===== src/rtl/controlador_display_mux.sv =====
// Four-digit multiplexed 7-seg scan with frame-synchronous double-buffered load; outputs registered (change with the state).
// Load handshake: o_Listo low while a load waits for frame end; optional macro BLANK_CEROS_EN adds leading-zero blanking.
module controlador_display_mux #(
  parameter int P_DIV = 50000
) (
  input  logic        i_Clk,
  input  logic        i_Reset,
  input  logic [15:0] i_Dato,
  input  logic        i_Cargar,
  output logic        o_Listo,
  input  logic        i_Habilitar,
  output logic [3:0]  o_Nibble,
  output logic [3:0]  o_Anodo,
  output logic        o_Fin_Cuadro
);

  localparam int CW = (P_DIV > 1) ? $clog2(P_DIV) : 1;
  localparam logic [CW-1:0] CNT_MAX = CW'(P_DIV - 1);

  typedef enum logic [1:0] {DIG0, DIG1, DIG2, DIG3} state_t;

  state_t      state, state_nxt;
  logic [CW-1:0] cnt, cnt_nxt;
  logic [15:0] disp, disp_nxt;
  logic [15:0] shadow, shadow_nxt;
  logic        pending, pending_nxt;
  logic [3:0]  nibble_nxt, anodo_nxt;
  logic        tick, frame_end, accept;
`ifdef BLANK_CEROS_EN
  logic        blank_nxt;
`endif

  always_comb begin
    tick        = (cnt == CNT_MAX);
    frame_end   = tick && (state == DIG3);
    accept      = i_Cargar && !pending;
    state_nxt   = state;
    cnt_nxt     = cnt + 1'b1;
    disp_nxt    = disp;
    shadow_nxt  = shadow;
    pending_nxt = pending;

    if (tick) begin
      cnt_nxt = '0;
      case (state)
        DIG0:    state_nxt = DIG1;
        DIG1:    state_nxt = DIG2;
        DIG2:    state_nxt = DIG3;
        default: state_nxt = DIG0;
      endcase
    end

    // Frame-end copy uses the pending flag from before this edge, so a load
    // accepted on the frame-end edge waits for the next frame.
    if (frame_end && pending) begin
      disp_nxt    = shadow;
      pending_nxt = 1'b0;
    end
    if (accept) begin
      shadow_nxt  = i_Dato;
      pending_nxt = 1'b1;
    end

    case (state_nxt)
      DIG0:    nibble_nxt = disp_nxt[3:0];
      DIG1:    nibble_nxt = disp_nxt[7:4];
      DIG2:    nibble_nxt = disp_nxt[11:8];
      default: nibble_nxt = disp_nxt[15:12];
    endcase

    anodo_nxt = 4'b1111;
    if (i_Habilitar) anodo_nxt = ~(4'b0001 << state_nxt);
`ifdef BLANK_CEROS_EN
    case (state_nxt)
      DIG0:    blank_nxt = 1'b0;
      DIG1:    blank_nxt = (disp_nxt[15:4] == 12'h000);
      DIG2:    blank_nxt = (disp_nxt[15:8] == 8'h00);
      default: blank_nxt = (disp_nxt[15:12] == 4'h0);
    endcase
    if (blank_nxt) anodo_nxt = 4'b1111;
`endif
  end

  always_ff @(posedge i_Clk) begin
    if (i_Reset) begin
      state        <= DIG0;
      cnt          <= '0;
      disp         <= '0;
      shadow       <= '0;
      pending      <= 1'b0;
      o_Nibble     <= 4'h0;
      o_Anodo      <= 4'b1111;
      o_Fin_Cuadro <= 1'b0;
    end else begin
      state        <= state_nxt;
      cnt          <= cnt_nxt;
      disp         <= disp_nxt;
      shadow       <= shadow_nxt;
      pending      <= pending_nxt;
      o_Nibble     <= nibble_nxt;
      o_Anodo      <= anodo_nxt;
      o_Fin_Cuadro <= frame_end;
    end
  end

  assign o_Listo = !pending;

endmodule


===== config.mk =====
export PLATFORM = sky130hd
export DESIGN_NAME = controlador_display_mux
export DESIGN_NICKNAME = d
export VERILOG_FILES = /design/src/rtl/controlador_display_mux.sv
export SDC_FILE = /design/constraint.sdc
export NUM_CORES = 1
export LEC_CHECK = 0
export ABC_CLOCK_PERIOD_IN_PS = 2400
export BUFFER_PORTS_ARGS = -buffer_cell sky130_fd_sc_hd__buf_2
export CAP_MARGIN = 0
export CORE_ASPECT_RATIO = 0.7
export CORE_MARGIN = 2
export CORE_UTILIZATION = 40
export CTS_CLUSTER_DIAMETER = 80
export DETAILED_ROUTE_END_ITERATION = 8
export GPL_TIMING_DRIVEN = 0
export PLACE_DENSITY = 0.57
export RECOVER_POWER = 50
export SLEW_MARGIN = 20
export SYNTH_ARGS = -nofsm -noshare
export SYNTH_HDL_FRONTEND = slang
export SYNTH_SLANG_ARGS = --single-unit

===== constraint.sdc =====
create_clock -name i_Clk -period 2.4 [get_ports i_Clk]
set_input_delay 0 -clock i_Clk [delete_from_list [all_inputs] [get_ports i_Clk]]
set_output_delay 0 -clock i_Clk [all_outputs]
set_load 0.01 [all_outputs]

==> out/summary.txt <==
run status -> finished, final reports clean
Total GRT Usage -> 19.1%
Critical Path, Cell by Cell -> or4_4 -> nor4_4 -> buf_4 -> mux2_2 -> o221ai_1 -> o22ai_1
CP Class -> reg -> reg
CTS HTree Levels -> 3
Max Clock Freq -> 0.437 GHz
TritonCTS Sinks -> 60
min-delay src -> i_Habilitar
Yosys top cell by area -> dfxtp_1
fin nets -> 403
Finish-stage setup viols -> 0
First-pass DRT Iterations -> 4
CP Max Fanout -> 5
Worst-Margin Slew -> 565 ps
syn_nets -> 338
antenna cells -> 0
CP required -> 2610 ps
area of the mapped netlist -> 2640 µm²
Critical Path Max Stage Delay -> 570 ps
fraction of layout instances using a drive strength above 1 -> 17.2%
Antenna Nets Post-Route -> 0
core outline area -> 6310 µm²
Non-Filler Instances -> 461
mean post-synth cell area -> 8.40 µm²
Top FF cell, synth -> dfxtp_1
Mapped Cells -> 314
Routability Congestion -> 0.833
clk_skew -> 7.98 ps
Synth warnings -> 0
Seq/Total Area, Yosys -> 45.5%
Max Buffers Root-to-Sink -> 2
final cycle utilization of the critical path -> 95.3%
worst min path class -> in -> reg
crit path from -> cnt[10]
Num CTS Buffers -> 9
unrepaired setup endpoints after global routing -> false
vias in the first global route -> 2,205
area of the multi-input gates -> 1350 µm²
DIE HEIGHT -> 71.9 µm
CTS tree -> yes
I/O pin total -> 30
number of synthesized flops with an enable pin -> 0
Pwr Total -> 1.95 mW
Hold Violations, Final -> 0
fillcell total -> 640
Worst setup SP type -> flip-flop
die width -> 101 µm
clock edge transition at the registers on the reported setup and hold paths -> 60 ps
Distinct cells, synth -> 41
Leak Pwr -> 1.22 nW
via count -> 2,331
final worst path period need -> 2290 ps
CP max-delay cell -> or4_4
WL met2 -> 2.51 mm
pin count of the biggest net entering global routing -> 11
total wire length -> 6.45 mm
detailed placer's ending HPWL -> 4.39 mm
Root Buffer Master -> clkbuf_8
row count -> 24
Port Buffers -> 29
Slew Limit Fails -> 0
Commonest cells post-synth -> nand2_1 (77), dfxtp_1 (60), a21oi_1 (35), nor2_1 (25), nand3_1 (11)
placed cells -> 421
share of the synthesized area in the top cell type -> 45.5%
wire per inst -> 14.0 µm
number of max-cap violations -> 0
number of synthesized register bits -> 60
Worst Path Arrival -> 2500 ps
met1 WL -> 3.38 mm
Synth async-reset ratio -> 0%
Storage cell area -> 1200 µm²
top layer in use -> met4
routed vias/inst -> 5.06
Final Core Density -> 52.1%
Residual DRC -> 0
Slew headroom -> 62.4%
routed wl met3 -> 508 µm
CP endpoint kind -> flip-flop
first-pass GRT wire length -> 10.8 mm
Initial Util -> 41.8%
FF-to-FF Start -> cnt[10]
clock latency on the worst-skew pair -> 330 ps
initial antenna violation count -> 0
top cells by area, synth -> dfxtp_1 (46%), nand2_1 (11%), a21oi_1 (6.6%)
Congestion Overflow GR -> 0
top-count cell post-synth -> nand2_1
Power Dens Cells -> 593 nW/µm²
DRT iter0 DRCs -> 120
CP top delay family -> simple AND/OR/NAND/NOR gates
Buf/Inv on CP -> 1
die area -> 7270 µm²
Peak VDD IR -> 0.239 mV
Synth-to-Final Area Change -> 24.5%
-- per-layer routing --
layer,vias up,GRT usage (%)
met1,1061,29.2
li1,1199,-
met2,64,25.1
met4,0,6.01
met5,-,0
met3,7,6.07
-- worst min-delay path: cells and delay by family --
| kind | cells | cell delay [ps] |
|---|---|---|
| buffers and inverters | 1 | 70 |
| and+or+nand+nor | 3 | 370 |
-- worst paths after layout --
check,slack [ps],endpoint,cells past startpoint
setup reg to reg,110,o_Nibble[2],6
hold reg to reg,450,disp[12],2
setup / recovery,110,o_Nibble[2],6
hold / removal,150,o_Anodo[1],4
-- what timing repair did --
| item | 4_1_cts | 5_1_grt |
|---|---|---|
| cloned | 0 | 0 |
| pin swaps | 2 | 2 |
| hold endpoints to repair | 19 | 0 |
| endpoints found under the setup margin | 24 | 15 |
| hold buffers | 19 | 0 |
| resized for setup | 1 | 5 |
| buffers inserted | 5 | 1 |
-- kinds of logic after synthesis --
logic type,synth area share (%)
buffers and inverters,3.60
AOI/OAI and AO/OA,11.7
muxes,7.73
xor gates and xnor gates,3.65
DFF,45.5
and+or+nand+nor,25.9
adders and majority gates,1.90
-- sequential cells by signal, indices dropped and copies added, names as in the netlist --
| name | cells |
|---|---|
| cnt | 16 |
| disp | 16 |
| shadow | 16 |
| o_Anodo | 4 |
| o_Nibble | 4 |
| state | 2 |
| o_Fin_Cuadro | 1 |
| pending | 1 |
-- report_power, final --
| group | total (mW) | internal, mW | switching, mW | leakage, nW |
|---|---|---|---|---|
| logic | 0.116 | 0.0563 | 0.0595 | 0.643 |
| registers | 1.04 | 1.02 | 0.0190 | 0.487 |
| clock network | 0.794 | 0.423 | 0.372 | 0.0893 |
-- metrics by stage --
step                setup WS [ps]  hold WS [ps]  instance area, µm²  TNS (ps)
floorplan                     229           135                2640         0
global placement             -186           240                2880     -2870
detailed placement           -190           247                2880     -3470
CTS                           119           121                3280         0
global route                 8.85           176                3280         0
finish                        112           153                3280         0
-- area by class of cell --
cell class / count / share of cell area [%]
multi-input cells: 231 / 41.1
repair buffers: 54 / 11.2
plain buffers: 15 / 2.06
clock buffers: 13 / 4.84
clock inverters: 2 / 0.305
inverters: 8 / 0.915
flip-flops and latches: 60 / 36.6
well taps: 78 / 2.97
-- cells in the final DEF (no fill, tap or decap), types with 3 or more instances in the layout --
cell           count
nand2_1           77
dfxtp_1           59
a21oi_1           35
nor2_1            25
clkbuf_1          23
buf_2             20
dlygate4sd3_1     19
nand3_1           11
clkbuf_8          11
mux2_2             9
inv_1              8
buf_4              8
mux2i_1            8
o21ai_0            7
xor2_1             7
o22ai_1            4
and3_1             4
xnor2_1            4
nand4_1            3
a211oi_1           3
nor3_1             3
ha_1               3
(Power assumes the default switching activity.)
